<file path="config.mk">
export PLATFORM = sky130hd
export DESIGN_NAME = rps_match_scorer
export DESIGN_NICKNAME = d
export VERILOG_FILES = /design/src/rtl/rps_pkg.sv /design/src/rtl/rps_seg7_decoder.sv /design/src/rtl/rps_match_scorer.sv
export SDC_FILE = /design/constraint.sdc
export NUM_CORES = 1
export LEC_CHECK = 0
export CORE_ASPECT_RATIO = 0.9
export CORE_MARGIN = 2
export CORE_UTILIZATION = 45
export DETAILED_ROUTE_END_ITERATION = 7
export GPL_ROUTABILITY_DRIVEN = 0
export HOLD_SLACK_MARGIN = 0.08
export PLACE_DENSITY = 0.71
export SLEW_MARGIN = 20
export SYNTH_ARGS = -nofsm -noshare
export SYNTH_HDL_FRONTEND = slang
export SYNTH_HIERARCHICAL = 1
export SYNTH_SLANG_ARGS = --single-unit
</file>
<file path="constraint.sdc">
create_clock -name clk -period 4.36 [get_ports clk]
set_clock_uncertainty 0.2 [all_clocks]
set_input_delay 0.654 -clock clk [delete_from_list [all_inputs] [get_ports clk]]
set_output_delay 0.654 -clock clk [all_outputs]
set_load 0.02 [all_outputs]
</file>
<file path="src/rtl/rps_pkg.sv">
// Shared codes for the stone-paper-scissors datapath: round results, match winners,
// display selects and the match-scorer state encoding.
package rps_pkg;

    localparam logic [1:0] RES_TIE     = 2'b00;
    localparam logic [1:0] RES_P1      = 2'b01;
    localparam logic [1:0] RES_P2      = 2'b10;
    localparam logic [1:0] RES_INVALID = 2'b11;

    localparam logic [1:0] WIN_NONE = 2'b00;
    localparam logic [1:0] WIN_P1   = 2'b01;
    localparam logic [1:0] WIN_P2   = 2'b10;

    localparam logic [1:0] SEL_P1      = 2'b00;
    localparam logic [1:0] SEL_P2      = 2'b01;
    localparam logic [1:0] SEL_TIE     = 2'b10;
    localparam logic [1:0] SEL_INVALID = 2'b11;

    typedef enum logic [1:0] {
        ST_IDLE,
        ST_PLAY,
        ST_DONE
    } match_state_t;

endpackage

</file>
<file path="src/rtl/rps_seg7_decoder.sv">
// Hex digit to active-high 7-segment pattern, bit order {g,f,e,d,c,b,a}.
module rps_seg7_decoder (
    input  logic [3:0] hex,
    output logic [6:0] seg
);

    always_comb begin
        seg = 7'b0000000;
        case (hex)
            4'h0: seg = 7'b0111111;
            4'h1: seg = 7'b0000110;
            4'h2: seg = 7'b1011011;
            4'h3: seg = 7'b1001111;
            4'h4: seg = 7'b1100110;
            4'h5: seg = 7'b1101101;
            4'h6: seg = 7'b1111101;
            4'h7: seg = 7'b0000111;
            4'h8: seg = 7'b1111111;
            4'h9: seg = 7'b1101111;
            4'hA: seg = 7'b1110111;
            4'hB: seg = 7'b1111100;
            4'hC: seg = 7'b0111001;
            4'hD: seg = 7'b1011110;
            4'hE: seg = 7'b1111001;
            4'hF: seg = 7'b1110001;
            default: seg = 7'b0000000;
        endcase
    end

endmodule

</file>
<file path="src/rtl/rps_match_scorer.sv">
// First-to-N match scorer: counts judged rounds, decides the match winner or a draw,
// and drives one 7-segment digit with a selectable score.
module rps_match_scorer
    import rps_pkg::*;
#(
    parameter int WINS_TO_MATCH = 3,
    parameter int MAX_ROUNDS    = 9,
    parameter int CNT_W         = 4
) (
    input  logic             clk,
    input  logic             rst,
    input  logic             round_valid,
    input  logic [1:0]       round_result,
    input  logic             new_match,
    input  logic [1:0]       disp_sel,
    output logic [CNT_W-1:0] p1_score,
    output logic [CNT_W-1:0] p2_score,
    output logic [CNT_W-1:0] tie_cnt,
    output logic [CNT_W-1:0] invalid_cnt,
    output logic             match_over,
    output logic [1:0]       match_winner,
    output logic             round_ack,
    output logic [6:0]       seg
);

    localparam logic [CNT_W-1:0] CNT_MAX = '1;
    localparam logic [CNT_W-1:0] WINS_C  = CNT_W'(WINS_TO_MATCH);
    localparam logic [CNT_W+1:0] ROUNDS_C = (CNT_W+2)'(MAX_ROUNDS);

    match_state_t     state, state_next;
    logic [CNT_W-1:0] p1_next, p2_next, tie_next, invalid_next;
    logic [CNT_W+1:0] counted_next;
    logic [1:0]       winner_next;
    logic             ack_next;
    logic             accept;
    logic [CNT_W-1:0] disp_value;
    logic [3:0]       digit;

    function automatic logic [CNT_W-1:0] sat_inc(input logic [CNT_W-1:0] v);
        return (v == CNT_MAX) ? v : v + 1'b1;
    endfunction

    always_ff @(posedge clk) begin
        if (rst) begin
            state        <= ST_IDLE;
            p1_score     <= '0;
            p2_score     <= '0;
            tie_cnt      <= '0;
            invalid_cnt  <= '0;
            match_winner <= WIN_NONE;
            round_ack    <= 1'b0;
        end else begin
            state        <= state_next;
            p1_score     <= p1_next;
            p2_score     <= p2_next;
            tie_cnt      <= tie_next;
            invalid_cnt  <= invalid_next;
            match_winner <= winner_next;
            round_ack    <= ack_next;
        end
    end

    // new_match always overrides a same-cycle round; rounds are frozen out once DONE.
    always_comb begin
        state_next   = state;
        p1_next      = p1_score;
        p2_next      = p2_score;
        tie_next     = tie_cnt;
        invalid_next = invalid_cnt;
        winner_next  = match_winner;
        ack_next     = 1'b0;
        accept       = round_valid && !new_match && (state != ST_DONE);

        if (new_match) begin
            p1_next      = '0;
            p2_next      = '0;
            tie_next     = '0;
            invalid_next = '0;
            winner_next  = WIN_NONE;
            state_next   = (round_valid || state == ST_DONE) ? ST_IDLE : ST_PLAY;
        end else if (accept) begin
            ack_next = 1'b1;
            case (round_result)
                RES_TIE:     tie_next     = sat_inc(tie_cnt);
                RES_P1:      p1_next      = sat_inc(p1_score);
                RES_P2:      p2_next      = sat_inc(p2_score);
                default:     invalid_next = sat_inc(invalid_cnt);
            endcase
            state_next = ST_PLAY;
        end

        counted_next = {2'b00, p1_next} + {2'b00, p2_next} + {2'b00, tie_next};

        // A player reaching the win target takes priority over the round limit draw.
        if (accept && round_result != RES_INVALID) begin
            if (p1_next == WINS_C) begin
                state_next  = ST_DONE;
                winner_next = WIN_P1;
            end else if (p2_next == WINS_C) begin
                state_next  = ST_DONE;
                winner_next = WIN_P2;
            end else if (counted_next == ROUNDS_C) begin
                state_next  = ST_DONE;
                winner_next = WIN_NONE;
            end
        end
    end

    always_comb begin
        disp_value = p1_score;
        case (disp_sel)
            SEL_P1:  disp_value = p1_score;
            SEL_P2:  disp_value = p2_score;
            SEL_TIE: disp_value = tie_cnt;
            default: disp_value = invalid_cnt;
        endcase
        digit = 4'(disp_value);
    end

    assign match_over = (state == ST_DONE);

    rps_seg7_decoder u_seg7 (
        .hex (digit),
        .seg (seg)
    );

endmodule

</file>
==> results of run 1 <==
[Yosys cell counts (2+ instances only)]
| library cell | number | area share |
|---|---|---|
| nor3_1 | 9 | 0.024 |
| clkbuf_1 | 3 | 0.0061 |
| inv_1 | 16 | 0.033 |
| or2_2 | 4 | 0.014 |
| ha_1 | 14 | 0.095 |
| xnor2_1 | 3 | 0.014 |
| buf_6 | 2 | 0.012 |
| o22ai_1 | 2 | 0.0068 |
| nor2_1 | 21 | 0.043 |
| xor2_1 | 4 | 0.019 |
| and3_1 | 2 | 0.0068 |
| nand2_1 | 10 | 0.020 |
| a21oi_1 | 6 | 0.016 |
| nand3_1 | 8 | 0.022 |
| nand2b_4 | 2 | 0.015 |
| a41oi_1 | 2 | 0.0095 |
| nor3b_1 | 2 | 0.0081 |
| mux2i_1 | 6 | 0.033 |
| mux4_2 | 4 | 0.049 |
| nand2b_1 | 4 | 0.014 |
| nor4_1 | 2 | 0.0068 |
| nand4_1 | 5 | 0.017 |
| o41ai_1 | 2 | 0.0095 |
| fa_1 | 5 | 0.054 |
| dfxtp_1 | 21 | 0.23 |
| and2_1 | 2 | 0.0068 |
| mux2_2 | 7 | 0.043 |
| nor2b_1 | 6 | 0.020 |
[per-layer routing]
metal	track usage	share of wire	vias to the layer above
li1	-	-	861
met5	0	0	-
met3	0.0420	0.053	8
met2	0.343	0.46	48
met1	0.282	0.47	817
met4	0.0731	0.016	0
[where the power goes]
part	switching, mW	leakage (nW)	internal (mW)
Clock	0.0685	0.0255	0.0638
Sequential	0.00125	0.170	0.193
Combinational	0.0288	0.769	0.0293
Total	0.0986	0.964	0.286
[worst max-delay path, stage by stage]
cell,delay [ps]
clkdlybuf4s50_1,580
mux4_2,600
inv_1,150
ha_1,260
inv_1,60
mux4_1,470
clkdlybuf4s50_1,540
[metrics by stage]
stage / hold slack (ps) / TNS, ps / instance area, um^2 / power [mW]
floorplan: 272 / 0 / 1850 / 0.228
global route: 345 / 0 / 2470 / 0.400
detailed placement: 299 / -453 / 2400 / 0.255
CTS: 312 / 0 / 2440 / 0.389
finish: 317 / 0 / 2470 / 0.385
global placement: 294 / -261 / 2400 / 0.255
[cell type report]
cell class | count | area, um^2
clock buffers | 3 | 41.3
inverters | 17 | 63.8
flip-flops and latches | 21 | 420
fillers | 369 | 1550
clock inverters | 1 | 5.00
well taps | 48 | 60.1
multi-input cells | 160 | 1350
repair buffers | 60 | 536
[sequential cells by signal, indices dropped and copies added, names as in the netlist]
name	count
state	2
p2_score	4
match_winner	2
tie_cnt	4
round_ack	1
p1_score	4
invalid_cnt	4
[worst max-delay path by stage]
| stage | to | cells after the start |
|---|---|---|
| 4_1_cts | state[0] | 13 |
| 3_5_place_dp | state[0] | 17 |
| 2_1_floorplan | state[0] | 15 |
| 5_1_grt | match_winner[1] | 18 |
| 3_3_place_gp | match_winner[1] | 14 |
| 6_report | seg[3] | 7 |
[timing repair]
| item | 4_1_cts | 5_1_grt |
|---|---|---|
| setup buffers | 0 | 0 |
| endpoints found under the setup margin | 0 | 3 |
| gates resized for setup | 0 | 5 |
[logic make-up after synthesis]
kind of cell,Yosys count,synth area share
simple gates,87,0.270
compound gates,29,0.122
buf+inv,24,0.0596
flops,21,0.228
fa+ha+maj,19,0.149
mux,18,0.138
xor+xnor,7,0.0332
==> reports/qor.csv, run 1 <==
metric,value,unit
antenna fix cells,0,
Antenna Nets Post-Route,0,
Non-Filler Instances,310,
RSZ-0062 raised after global routing,false,
PwrDens,156,nW/um^2
Die Area,4630,um^2
IO Port Bufs,34,
Yosys reg bits,21,
drt wl/cell,14.6,um
fmax,240,MHz
Reg2Reg Capture Point,match_winner[1],
"commonest cells after routing, fill and taps aside","34 x clkdlybuf4s50_1, 26 x buf_4, 21 x nor2_1, 21 x dfxtp_1, 16 x inv_1",
largest net degree at the start of global routing,19,
Initial Util,0.460,
hold_buf cts,0,
Final Util,0.615,
Hold Crit Class,reg2reg,
leakage power,0.964,nW
CTS Buf Count,3,
Worst setup EP type,output pin,
Post-synth EDFFs,0,
Worst Min Path Start,state[0],
clock tree buffer depth,2,
Hold Path End,state[0],
DRC,0,
vias in the first global route,1684,
Fin. Hold Viols,0,
synthesis-to-finish area growth,33.9,%
"leading cell type in the layout, fill and taps excluded",clkdlybuf4s50_1,
worst slew pin tran,600,ps
clk_lat worst skew,270,ps
Critical Path AT,3320,ps
I/O Pins,35,
setup slack at placement,-164,ps
setup violators final,0,
Syn Nets,232,
fin crit period,4170,ps
num rows,22,
Final WS setup,188,ps
Root Driver,clkbuf_8,
Worst Setup SP,disp_sel[0],
die extent in y,64.8,um
Max-slew headroom,0.597,
detailed placement HPWL,3.52,mm
Sink Count,21,
worst reg-to-reg setup slack,710,ps
nets,290,
WL final,4.51,mm
Worst Hold Depth,2,
type of the worst setup path,in2out,
"Warnings, synthesis",6,
Post-Syn Area,1850,um^2
dominant synthesized flop cell,dfxtp_1,
status,finished clean,
Core Region,4020,um^2
Worst-path clk slew,80,ps
Total GRT Usage,0.212,
Avg Inst Size Synth,9.01,um^2
Synth cell types,59,
htree depth,1,
Final period util,0.957,
Via density,5.59,
startpoint types,primary input,
Mapped Cells,205,
CP max FO,5,
drt first pass iters,4,
share of layout cells above drive strength 1,0.229,
initial antenna violation count,0,
dpl cells,306,
Worst Path Required,3510,ps
number of DRC markers in iteration 0,103,
max_cap viols,0,
VDD IR-drop max,0.138,mV
"Seq/Total Area, Yosys",0.228,
share of flip-flops with an asynchronous set or reset,0,
Die X,71.5,um
first-pass GRT wire length,7.77,mm
CTS tree,built,
Critical R2R Launch,p2_score[1],
Via Count,1734,
R2R depth,15,
total grt overflow,0,
Final Max Tran Viols,0,
(Power assumes the default switching activity.)
==> inputs of run 2 (changes only) <==
- CORE_ASPECT_RATIO: 0.9 -> 1.25
==> reports/qor.csv, run 2 (synthesis gave the netlist of run 1 again) <==
metric,value,unit,change
status,finished clean,,
clock tree buffer depth,2,,unchanged
WL final,4.36,mm,-3.3%
Worst Hold Depth,2,,unchanged
Antenna Nets Post-Route,0,,unchanged
Core Region,4000,um^2,-0.44%
IO Port Bufs,34,,unchanged
Final Util,0.610,,-0.00544
startpoint types,primary input,,
num rows,26,,+18%
total grt overflow,0,,unchanged
Max-slew headroom,0.580,,-0.0175
fin crit period,4180,ps,+12.6 ps
first-pass GRT wire length,7.19,mm,-7.5%
Hold Path End,state[0],,
drt first pass iters,4,,unchanged
share of layout cells above drive strength 1,0.206,,-0.0228
Via density,5.39,,-3.6%
Hold Crit Class,reg2reg,,
Initial Util,0.462,,+0.00201
number of DRC markers in iteration 0,81,,-21%
leakage power,0.941,nW,-2.4%
hold_buf cts,0,,unchanged
Sink Count,21,,unchanged
Worst-path clk slew,80,ps,about the same
VDD IR-drop max,0.103,mV,-25%
Critical Path AT,3330,ps,about the same
RSZ-0062 raised after global routing,false,,
antenna fix cells,0,,unchanged
type of the worst setup path,in2out,,
largest net degree at the start of global routing,19,,unchanged
fmax,239,MHz,-0.30%
initial antenna violation count,0,,unchanged
Via Count,1687,,-2.7%
die extent in y,75.6,um,+17%
Die Area,4640,um^2,about the same
drt wl/cell,13.9,um,-4.3%
I/O Pins,35,,unchanged
Total GRT Usage,0.204,,-0.00720
"leading cell type in the layout, fill and taps excluded",clkdlybuf4s50_1,,
htree depth,1,,unchanged
"commonest cells after routing, fill and taps aside","33 x clkdlybuf4s50_1, 21 x nor2_1, 21 x dfxtp_1, 21 x buf_4, 16 x inv_1",,
PwrDens,156,nW/um^2,+0.23%
setup violators final,0,,unchanged
Root Driver,clkbuf_8,,
Critical R2R Launch,p2_score[0],,
Final WS setup,176,ps,-12.6 ps
R2R depth,15,,unchanged
worst reg-to-reg setup slack,530,ps,-180 ps
Worst setup EP type,output pin,,
CTS Buf Count,3,,unchanged
Die X,61.3,um,-14%
Final Max Tran Viols,0,,unchanged
setup slack at placement,-317,ps,-153 ps
post-CTS setup repair buffer count,0,,unchanged
worst slew pin tran,626,ps,+26.0 ps
Power Total,0.381,mW,-1.1%
Reg2Reg Capture Point,match_winner[1],,
Final period util,0.960,,+0.00288
synthesis-to-finish area growth,32.1,%,
Worst Min Path Start,state[0],,
Worst Path Required,3510,ps,about the same
detailed placement HPWL,3.54,mm,+0.70%
FILL cells,369,,unchanged
nets,285,,-1.7%
CP max FO,5,,unchanged
Fin. Hold Viols,0,,unchanged
CTS tree,built,,
clk_lat worst skew,260,ps,about the same
DRC,0,,unchanged
vias in the first global route,1578,,-6.3%
max_cap viols,0,,unchanged
[run 2: stage by stage]
| step | hold WS [ps] | instance area [um^2] | cells | setup TNS [ps] |
|---|---|---|---|---|
| CTS | 302 | 2420 | 313 | 0 |
| global route | 343 | 2440 | 313 | 0 |
| floorplan | 272 | 1850 | 205 | 0 |
| finish | 315 | 2440 | 313 | 0 |
| global placement | 285 | 2370 | 309 | -658 |
| detailed placement | 291 | 2370 | 309 | -1120 |
[run 2: cell type report]
type                    instances  area (um^2)  share of cell area
multi-input cells             160         1340               0.549
repair buffers                 55          500               0.205
flip-flops and latches         21          420               0.172
well taps                      56         70.1              0.0287
inverters                      17         63.8              0.0262
clock buffers                   4         45.0              0.0185
[run 2: worst max-delay path, cell delays in order]
cell             delay, ps
clkdlybuf4s50_1        580
mux4_2                 600
inv_1                  150
ha_1                   250
inv_1                   60
mux4_1                 480
clkdlybuf4s50_1        550
[run 2: worst max path at each step]
| stage | from | end | depth (start not counted) |
|---|---|---|---|
| after floorplan | new_match | state[0] | 15 |
| after global placement | new_match | state[0] | 16 |
| after detailed placement | new_match | state[0] | 16 |
| after CTS | new_match | state[0] | 16 |
| after global routing | new_match | match_winner[1] | 17 |
| final | disp_sel[0] | seg[3] | 7 |
[run 2: report_power, final]
part           leakage [nW]  switching (mW)  internal, mW
clock network        0.0228          0.0647        0.0651
logic                 0.749          0.0286        0.0276
registers             0.170         0.00151         0.193
[run 2: repair_timing]
| item | CTS | global route |
|---|---|---|
| pin swaps | 0 | 1 |
| setup endpoints to repair | 2 | 4 |
| resized for setup | 1 | 6 |
[run 2: per-layer routing]
layer,GRT usage,up-vias,part of all wire
met5,0,-,0
met4,0.0507,0,0.0087
met3,0.0170,5,0.029
met2,0.370,35,0.53
met1,0.258,805,0.43
li1,-,842,-
==> inputs of run 3 (changes only) <==
- CORE_UTILIZATION: 45 -> 42
- DONT_BUFFER_PORTS: not set -> 1
- PLACE_DENSITY: 0.71 -> not set
==> reports/qor.csv, run 3 (synthesis gave the netlist of run 1 again) <==
metric,value,unit,change
status,finished clean,,
Final WS setup,380,ps,+205 ps
fmax,251,MHz,+5.1%
post-CTS setup repair buffer count,0,,unchanged
combinational share of power,0.079,,-0.069
Final period util,0.913,,-0.0469
"Design Area, Final",1960,um^2,-20%
IO Port Bufs,0,,-100%
setup slack at placement,136,ps,+452 ps
Final Util,0.471,,-0.139
CTS tree,built,,
largest net degree at the start of global routing,21,,+2
nets,236,,-17%
Via Count,1547,,-8.3%
Initial Util,0.444,,-0.0180
Worst Path Required,4320,ps,+810 ps
P_int,0.270,mW,-5.4%
drt wl/cell,17.5,um,+26%
clk_lat worst skew,270,ps,about the same
dpl cells,260,,-16%
number of DRC markers in iteration 0,109,,+35%
Core Region,4160,um^2,+4.1%
num rows,26,,unchanged
Sink Count,21,,unchanged
Worst Min Path Start,rst,,
synthesis-to-finish area growth,6.23,%,
Die X,63.3,um,+3.3%
crit-path max cell delay,420,ps,-180 ps
htree depth,1,,unchanged
first-pass GRT wire length,7.69,mm,+6.9%
Worst setup EP type,flop,,
DRC,0,,unchanged
CTS Buf Count,3,,unchanged
total grt overflow,0,,unchanged
"commonest cells after routing, fill and taps aside","21 x nor2_1, 21 x dfxtp_1, 16 x inv_1",,
Via density,5.86,,+8.7%
Power Total,0.365,mW,-4.2%
clock tree buffer depth,2,,unchanged
Antenna Nets Post-Route,0,,unchanged
Sw Ratio,0.259,,+0.00967
Reg2Reg Capture Point,state[0],,
PwrDens,186,nW/um^2,+19%
worst reg-to-reg setup slack,380,ps,-150 ps
Max-slew headroom,0.544,,-0.0354
WP depth,15,,+8
Fin. Hold Viols,0,,unchanged
max_cap viols,0,,unchanged
RSZ-0062 raised after global routing,false,,
share of layout cells above drive strength 1,0.178,,-0.0283
Bufs and invs on worst path,3,,-1
initial antenna violation count,0,,unchanged
hold_buf cts,0,,unchanged
startpoint types,flop,,
Worst Hold Depth,1,,-1
sw power,0.0943,mW,-0.47%
antenna fix cells,0,,unchanged
worst slew pin tran,679,ps,+52.7 ps
I/O Pins,35,,unchanged
hold slack final,233,ps,-82.2 ps
Total GRT Usage,0.198,,-0.00638
Critical Path AT,3940,ps,+610 ps
vias in the first global route,1544,,-2.2%
detailed placement HPWL,3.58,mm,+0.85%
drt first pass iters,4,,unchanged
Hold Crit Class,in2reg,,
fin crit period,3980,ps,-205 ps
Critical R2R Launch,state[0],,
Die Area,4950,um^2,+6.7%
type of the worst setup path,reg2reg,,
setup violators final,0,,unchanged
critical path's slowest cell,nor4b_2,,
die extent in y,78.1,um,+3.3%
Sum Neg Setup Slack,0,ps,unchanged
R2R depth,15,,unchanged
"Cell Chain, Critical Path",nand2b_4 -> inv_2 -> nor4b_2 -> nand2_1 -> mux2_2 -> nand2_1 -> fa_1 -> inv_1 -> ha_1 -> inv_1 -> fa_1 -> and3_1 -> o21ai_0 -> a31oi_1 -> a2111oi_0,,
Worst-path clk slew,90,ps,about the same
Placed Area,1920,um^2,-19%
Reg power frac,0.534,,+0.023
WL final,4.62,mm,+6.0%
Post-CTS Resized,0,,-1
CP max FO,6,,+1
Non-Filler Instances,264,,-16%
clock power share,0.387,,+0.046
leakage power,0.735,nW,-22%
CP top delay family,simple AND/OR/NAND/NOR gates,,
Hold Path End,match_winner[0],,
VDD IR-drop max,0.0801,mV,-22%
Final Max Tran Viols,0,,unchanged
Root Driver,clkbuf_8,,
run 3: cell count changes in the layout (fill, tap and decap cells not counted), sizes merged:
cell,change
clkinv,+1
buf,-15
dlymetal6s2s,-1
clkbuf,-1
clkdlybuf4s50,-33
run 3: worst reg2reg max path, stage by stage, from the launching register on:
cell and delay [ps]:
dfxtp_1 340, nand2b_4 170, inv_2 120, nor4b_2 420, nand2_1 160, mux2_2 300, nand2_1 110, fa_1 420
inv_1 70, ha_1 160, inv_1 60, fa_1 370, and3_1 170, o21ai_0 320, a31oi_1 160, a2111oi_0 330
run 3: area by class of cell:
type                       instances  area (um^2)
fill                             439         2200
multi-input combinational        160         1320
sequential                        21          420
tap                               56         70.1
inverter                          17         63.8
timing repair buffer               6         45.0
clock buffer                       3         41.3
clock inverter                     1         5.00
run 3: how the worst max path moves through the flow:
stage / from / end / slack, ps
2_1_floorplan: new_match / state[0] / 300
3_3_place_gp: new_match / state[0] / 290
3_5_place_dp: new_match / state[0] / 140
4_1_cts: state[0] / state[0] / 390
5_1_grt: state[0] / state[0] / 90
6_report: state[0] / state[0] / 380
run 3: routing by layer:
layer,global-route usage,vias to the layer above,share of wire
li1,-,745,-
met1,0.241,748,0.45
met2,0.339,45,0.47
met3,0.0401,9,0.056
met4,0.0826,0,0.025
met5,0,-,0
run 3: power by group through the flow:
stage                     clock (mW)  combinational [mW]  sequential, mW
after global placement             0              0.0285           0.199
final                          0.141              0.0288           0.195
after floorplan                    0              0.0280           0.200
after CTS                      0.141              0.0288           0.195
after global routing           0.148              0.0316           0.195
after detailed placement           0              0.0286           0.199
